[src/rtl/traffic_pkg.sv]
// Shared lamp encodings and phase enumeration for the intersection controller.
package traffic_pkg;
    localparam logic [1:0] GREEN  = 2'b00;
    localparam logic [1:0] YELLOW = 2'b01;
    localparam logic [1:0] RED    = 2'b10;

    typedef enum logic [2:0] {
        A_GREEN = 3'd0,
        A_YEL   = 3'd1,
        A_CLR   = 3'd2,
        B_GREEN = 3'd3,
        B_YEL   = 3'd4,
        B_CLR   = 3'd5,
        WALK    = 3'd6
    } phase_t;
endpackage

[src/rtl/phase_timer.sv]
// Tick-enabled phase counter; cleared synchronously whenever the phase changes.
module phase_timer #(
    parameter int CW = 8
) (
    input  logic          clk,
    input  logic          reset_n,
    input  logic          tick,
    input  logic          clr,
    output logic [CW-1:0] cnt
);
    logic [CW-1:0] cnt_q, cnt_d;

    always_comb begin
        cnt_d = cnt_q;
        if (clr)       cnt_d = '0;
        else if (tick) cnt_d = cnt_q + 1'b1;
    end

    always_ff @(posedge clk or negedge reset_n) begin
        if (!reset_n) cnt_q <= '0;
        else          cnt_q <= cnt_d;
    end

    assign cnt = cnt_q;
endmodule

[src/rtl/traffic_phase_ctrl.sv]
// Two-road timed phase controller with min/max green, yellow, all-red and
// optional pedestrian walk phase (enabled by TRAFFIC_PED_WALK_EN).
module traffic_phase_ctrl
    import traffic_pkg::*;
#(
    parameter int CW        = 8,
    parameter int GREEN_MIN = 20,
    parameter int MAX_GREEN = 60,
    parameter int YELLOW_T  = 3,
    parameter int ALLRED_T  = 1,
    parameter int WALK_T    = 10
) (
    input  logic       clk,
    input  logic       reset_n,
    input  logic       tick,
    input  logic       ta,
    input  logic       tb,
    input  logic       ped_req,
    output logic       ped_ack,
    output logic       walk,
    output logic [1:0] la,
    output logic [1:0] lb
);
    localparam logic [CW-1:0] GMIN_L = CW'(GREEN_MIN - 1);
    localparam logic [CW-1:0] GMAX_L = CW'(MAX_GREEN - 1);
    localparam logic [CW-1:0] YEL_L  = CW'(YELLOW_T - 1);
    localparam logic [CW-1:0] CLR_L  = CW'(ALLRED_T - 1);
    localparam logic [CW-1:0] WALK_L = CW'(WALK_T - 1);

    phase_t        state_q, state_d;
    logic          ped_pend_q, ped_pend_d;
    logic          dir_q, dir_d;
    logic          ped_ack_q, ped_ack_d;
    logic [CW-1:0] cnt;
    logic          enter_walk;

    phase_timer #(.CW(CW)) u_timer (
        .clk     (clk),
        .reset_n (reset_n),
        .tick    (tick),
        .clr     (state_d != state_q),
        .cnt     (cnt)
    );

    always_comb begin
        state_d = state_q;
        dir_d   = dir_q;
        if (tick) begin
            case (state_q)
                A_GREEN: if ((cnt >= GMIN_L && (!ta || ped_pend_q)) || cnt == GMAX_L) state_d = A_YEL;
                A_YEL:   if (cnt == YEL_L) state_d = A_CLR;
                A_CLR:   if (cnt == CLR_L) begin
                    if (ped_pend_q) begin
                        state_d = WALK;
                        dir_d   = 1'b1;
                    end else begin
                        state_d = B_GREEN;
                    end
                end
                B_GREEN: if ((cnt >= GMIN_L && (!tb || ped_pend_q)) || cnt == GMAX_L) state_d = B_YEL;
                B_YEL:   if (cnt == YEL_L) state_d = B_CLR;
                B_CLR:   if (cnt == CLR_L) begin
                    if (ped_pend_q) begin
                        state_d = WALK;
                        dir_d   = 1'b0;
                    end else begin
                        state_d = A_GREEN;
                    end
                end
                WALK:    if (cnt == WALK_L) state_d = dir_q ? B_GREEN : A_GREEN;
                default: state_d = A_GREEN;
            endcase
        end
    end

    assign enter_walk = (state_d == WALK) && (state_q != WALK);
    assign ped_ack_d  = enter_walk;

`ifdef TRAFFIC_PED_WALK_EN
    // A request arriving on the entry edge stays pending for the next round.
    assign ped_pend_d = ped_req | (ped_pend_q & ~enter_walk);
`else
    // Pending never sets, so WALK is unreachable and the exits reduce to !ta / !tb.
    logic ped_req_unused;
    assign ped_req_unused = ped_req;
    assign ped_pend_d     = 1'b0;
`endif

    always_ff @(posedge clk or negedge reset_n) begin
        if (!reset_n) begin
            state_q    <= A_GREEN;
            ped_pend_q <= 1'b0;
            dir_q      <= 1'b0;
            ped_ack_q  <= 1'b0;
        end else begin
            state_q    <= state_d;
            ped_pend_q <= ped_pend_d;
            dir_q      <= dir_d;
            ped_ack_q  <= ped_ack_d;
        end
    end

    always_comb begin
        la   = RED;
        lb   = RED;
        walk = 1'b0;
        case (state_q)
            A_GREEN: la = GREEN;
            A_YEL:   la = YELLOW;
            B_GREEN: lb = GREEN;
            B_YEL:   lb = YELLOW;
            WALK:    walk = 1'b1;
            default: ;
        endcase
    end

    assign ped_ack = ped_ack_q;
endmodule

[config.mk]
export PLATFORM = sky130hd
export DESIGN_NAME = traffic_phase_ctrl
export DESIGN_NICKNAME = d
export VERILOG_FILES = /design/src/rtl/traffic_pkg.sv /design/src/rtl/phase_timer.sv /design/src/rtl/traffic_phase_ctrl.sv
export SDC_FILE = /design/constraint.sdc
export NUM_CORES = 1
export LEC_CHECK = 0
export CAP_MARGIN = 20
export CORE_MARGIN = 2
export CORE_UTILIZATION = 30
export DETAILED_ROUTE_END_ITERATION = 10
export GPL_TIMING_DRIVEN = 1
export SYNTH_ARGS = -nofsm -noshare
export SYNTH_HDL_FRONTEND = slang
export SYNTH_HIERARCHICAL = 1
export SYNTH_SLANG_ARGS = --single-unit
[constraint.sdc]
create_clock -name clk -period 3.01 [get_ports clk]
set_input_delay 0.903 -clock clk [delete_from_list [all_inputs] [get_ports clk]]
set_output_delay 0.903 -clock clk [all_outputs]
set_load 0.02 [all_outputs]
Word level (Yosys, flattened, before mapping)
Index checks and enable logic that the tools add are counted.
{"block": "op_classes", "n_addsub": 1, "n_lt_le_gt_ge": 1, "n_eq_ne": 12, "n_mux": 14, "n_reduce_logical": 10}
{"op": "$mux W3", "n": 8}
{"op": "$pmux W3 S7", "n": 1}
{"op": "$mux W8", "n": 2}
{"op": "$eq A3 B3 Y1 const B", "n": 4}
{"op": "$add A8 B1 Y8 const B", "n": 1}
{"op": "$eq A8 B2 Y1 const B", "n": 1}
{"op": "$eq A8 B4 Y1 const B", "n": 1}
{"op": "$eq A8 B6 Y1 const B", "n": 1}
{"op": "$ge A8 B5 Y1 const B", "n": 1}
{"op": "$logic_not A8 Y1", "n": 1}
{"op": "$pmux W2 S2", "n": 2}
{"op": "$eq A3 B2 Y1 const B", "n": 2}
{"op": "$eq A3 B1 Y1 const B", "n": 1}
{"op": "$logic_and A1 B1 Y1", "n": 3}
{"op": "$logic_not A3 Y1", "n": 1}
{"op": "$ne A3 B3 Y1", "n": 1}
{"op": "$ne A3 B3 Y1 const B", "n": 1}
{"op": "$logic_not A1 Y1", "n": 2}
{"op": "$logic_or A1 B1 Y1", "n": 2}
{"op": "$reduce_bool A2 Y1", "n": 1}
{"op": "$mux W1", "n": 1}
{"block": "totals", "regBits": 12, "out_inout_bits": 6, "elab_cells": 41}

Depth between registers and ports, before layout
Gate-level depths: netlist (run 1).
{"block": "depth", "depth_word": 8, "depth_mapped": 9}

Hierarchy
Netlist (run 1), hierarchy kept.
{"module": "traffic_phase_ctrl", "n_inst": 1, "cells_per_inst": 66, "area_each_um2": 511.7, "seq_area_each_um2": 100.1}
{"module": "phase_timer", "n_inst": 1, "cells_per_inst": 37, "area_each_um2": 396.6, "seq_area_each_um2": 200.2}

Worst setup path after synthesis (run 1)
No wires, ideal clock.
{"block": "synth_timing", "kind": "input to register", "startpoint": "input port tb", "endpoint": "register u_timer.cnt_q[5], in the netlist u_timer/cnt[5]", "setup_ns": 0.077, "arrival_ns": 2.483, "required_time_ns": 2.933, "path_slack_ns": 0.450, "stages": 9, "path_buffers": 1, "path_cell_list": "nor2b_1 -> o2bb2ai_2 -> o311ai_2 -> a221oi_1 -> a211o_1 -> buf_4 -> o2111ai_4 -> or3_1 -> a21oi_1"}
{"block": "synth_between", "elab_chain_len": 8}
{"element": "start: declaration", "line": "traffic_phase_ctrl.sv:17", "source": "input logic tb,"}
{"element": "$logic_not A1 Y1 *", "line": "traffic_phase_ctrl.sv:60", "source": "B_GREEN: if ((cnt >= GMIN_L && (!tb || ped_pend_q)) || cnt == GMAX_L) state_d = B_YEL;"}
{"element": "$logic_and A1 B1 Y1 *", "line": "traffic_phase_ctrl.sv:60"}
{"element": "$logic_or A1 B1 Y1 *", "line": "traffic_phase_ctrl.sv:60"}
{"element": "$mux W3 *", "line": "traffic_phase_ctrl.sv:60"}
{"element": "$pmux W3 S7 *", "line": "traffic_phase_ctrl.sv:49", "source": "case (state_q)"}
{"element": "$mux W3 *", "line": "traffic_phase_ctrl.sv:48", "source": "if (tick) begin"}
{"element": "$ne A3 B3 Y1 *", "line": "traffic_phase_ctrl.sv:41", "source": ".clr (state_d != state_q),"}
{"element": "$mux W8 or $reduce_bool A2 Y1 (tied branches)"}
{"element": "end signal: assignment", "line": "phase_timer.sv:21", "source": "else cnt_q <= cnt_d;"}
{"element": "end: declaration", "line": "phase_timer.sv:11", "source": "logic [CW-1:0] cnt_q, cnt_d;"}
Mark *: on every way between the ends. The rest lies on a longest branch, timed or not.
A chain may end at the register's enable or synchronous reset.

Worst setup path in the final report (run 1)
{"block": "layout_timing", "startpoint": "input port tb", "endpoint": "register u_timer.cnt_q[7], in the netlist u_timer/cnt[7]"}
Same word-level chain as after synthesis.

==> metrics.md, run 1 <==
| Metric | Value |
|---|---|
| Post-synth EDFFs | 0 |
| FMAX | 356.3 MHz |
| Drc violations | 0 |
| Clock power share | 13.5% |
| Switching share of power | 45.15% |
| Cell count after synthesis | 103 |
| Syn Std Cell Area | 908.4 um2 |
| GRT Total Usage | 12.72% |
| Antenna violations before repair | 0 |
| Net switching power | 0.0004156 W |
| Cell Count, Final, Fillers Out | 148 |
| Lkg Pwr | 0.4404 nW |
| Initial Utilization | 32.38% |
| Final core occ | 38.98% |
| PortBufs | 10 |
| Ports | 12 |
| Critical Path Max Stage Delay | 440 ps |
| CP Max Fanout | 5 |
| Final setup fails | 0 |
| CTS Buf Count | 3 |
| HP Start | u_timer/cnt[7] |
| Routability Congestion | 0.7462 |
| Root buffer cell | clkbuf_4 |
| Clk sinks | 12 |
| Placed cell areas | 1057 um2 |
| Most frequent cells in the layout | nor2_1, dfrtp_1, clkdlybuf4s50_1, or3_1, a21oi_1 |
| Seq cells post-synth | 12 |
| Non-Filler Cell Area, Final | 1094 um2 |
| Remaining Overflow, GRT | 0 |
| Warnings from Yosys | 6 |
| First-pass GRT wire length | 3415 um |
| Reg clk slew, reported paths | 70 ps |
| Max_cap viols | 0 |
| FP Rows | 19 |
| DR vias/cell | 5.662 |
| Layout cells sized above 1 | 14.53% |
| Worst clock skew | 0.4249 ps |
| Placed Cells | 144 |
| Antenna diodes | 0 |
| Post-CTS setup buffers | 0 |
| CP endpoint kind | flip-flop |
| Pint | 0.0005048 W |
| CP Launch Type | input pin |
| Hold buffer count at CTS | 0 |
| Final wirelength | 1929 um |
| Hold Path Depth | 2 |
| CTS tree | done |
| Crit path required time | 3210 ps |
| Vias in the first global route | 770 |
| Period utilisation layout | 93.23% |
| Data arrival, critical path | 3010 ps |
| Synth Area per Inst | 8.819 um2 |
| Nets | 125 |
| Unique masters post-synth | 42 |
| R2r startpoint | u_timer/cnt[0] |
| Post-route setup TNS | 0 ps |
| Vias | 838 |
| Tot Pwr | 0.0009203 W |
| Combinational share of power | 51.1% |
| Later-pin clock latency in the skew report | 270 ps |
| Antenna-violating nets left | 0 |
| Reg2Reg Depth | 8 |
| CP Launch Point | tb |
| Post-detailed-route wirelength per cell | 13.03 um |
| Worst path cell trace | clkdlybuf4s50_1 > nor2b_1 > o2bb2ai_2 > o311ai_2 > a221oi_1 > a211o_1 > o2111ai_4 > or3_1 > a21oi_1 |
| Clk buf depth | 2 |
| Final Slew Violations | 0 |
| WS Path Type | input pin to flip-flop |
| Tightest Pin Transition | 505.1 ps |
| Core box area | 2805 um2 |
| DRT Pass-1 Iters | 4 |
| Post-synth ARST share | 100.0% |
| Final Hold Viols | 0 |
| Seq pwr share | 35.3% |
| Slew HR | 66.22% |
| Register area share after synthesis | 33.06% |
| Tmin final | 2806 ps |
| RSZ-0062 raised after global routing | no |
| Power density cells | 841.6 nW/um2 |
| Final HPWL DP | 1440 um |
| Die span in y | 59.03 um |
| Slowest cell on crit path | clkdlybuf4s50_1 |
| Synth Flop Type | dfrtp_1 |
| H-tree depth | 1 |
| Largest net degree at the start of global routing | 16 |
| Hold Crit Class | flip-flop to flip-flop |
| Total die area | 3484 um2 |
| P&R area growth vs syn | 20.39% |
| Worst vdd ir | 0.4675 mV |
| Status | completed |
| Total of cells resized after clock tree synthesis | 0 |
| Syn nets | 110 |
| Initial DRC count | 30 |
| Die width | 59.03 um |
## layer usage
metal	GRT usage (%)	wire length (um)	vias up
met2	19.37	861	15
met1	17.77	980	397
li1	-	-	421
met4	5.844	40	0
met3	1.965	47	5
met5	0	0	-
## cells by family (layout without fill, tap and decap cells)
group           Yosys count  in the layout  synth area share [%]
mux                       1              1                 1.102
buf+inv                   8             22                 4.269
fa+ha+maj                 1              1                 1.377
xor+xnor                  4              4                 3.857
other cells               1              1                0.4128
compound gates           30             30                 26.72
flops                    12             12                 33.06
simple gates             46             46                 29.20
## cell usage after synthesis, types with 2 or more instances
library cell | number | area share, %
o21bai_1 | 2 | 1.7
inv_1 | 3 | 1.2
nor3_1 | 2 | 1.1
xor2_1 | 3 | 2.9
or3_1 | 7 | 4.8
nor2_1 | 12 | 5.0
nand2_1 | 6 | 2.5
a211o_1 | 2 | 1.9
buf_4 | 2 | 1.7
and3_1 | 3 | 2.1
nand4b_1 | 2 | 1.9
a32oi_1 | 2 | 1.9
a21oi_1 | 7 | 3.9
o31ai_1 | 2 | 1.7
nand4_1 | 2 | 1.4
clkbuf_1 | 2 | 0.83
dfrtp_1 | 12 | 33
o21ai_0 | 4 | 2.2
nand3_1 | 5 | 2.8
## critical path, delay by kind of cell
kind	cells	cell delay, ps
compound gates	6	1150
simple gates	2	520
buf+inv	1	440
## layout make-up
cell class | instances | area [um2]
Fill cell | 288 | 1712
Timing Repair Buffer | 15 | 137.6
Inverter | 3 | 11.26
Tap cell | 31 | 38.79
Sequential cell | 12 | 300.3
Clock buffer | 4 | 36.28
Multi-Input combinational cell | 83 | 569.3
## state kept, by name, indices dropped and copies added, names as in the netlist
| name | flops |
|---|---|
| u_timer/cnt | 8 |
| state_q | 3 |
| ped_ack | 1 |
## power groups by stage
| stage | clock network [W] | logic [W] | registers [W] |
|---|---|---|---|
| after floorplan | 0 | 0.000382 | 0.000271 |
| after global placement | 0 | 0.000465 | 0.000324 |
| after detailed placement | 0 | 0.000472 | 0.000325 |
| after CTS | 0.000129 | 0.000473 | 0.000323 |
| after global routing | 0.000138 | 0.000524 | 0.000342 |
| final | 0.000124 | 0.000471 | 0.000325 |
## worst paths after layout
| kind | endpoint | slack [ps] |
|---|---|---|
| worst max-delay path | u_timer/cnt[7] | 200 |
| worst min-delay path | u_timer/cnt[7] | 650 |
| worst max register to register | u_timer/cnt[7] | 380 |
| worst min register to register | u_timer/cnt[7] | 650 |
| max in group asynchronous | state_q[0] | 1710 |
| min in group asynchronous | u_timer/cnt[4] | 970 |
## metrics by stage
stage                     worst slack [ps]  hold slack, ps
after floorplan                      449.9           596.4
after global placement              -92.63           623.0
after detailed placement            -106.0           650.0
after CTS                            174.2           657.7
after global routing                 46.74           697.4
final                                203.8           651.3
Note: power is estimated with default switching activity, not from simulation.
==> inputs of run 2 (changes only) <==
Settings changed: CTS_CLUSTER_DIAMETER set to 200.
==> results of run 2 <==
Final layout, timing and power as in run 1 (identical DEF).
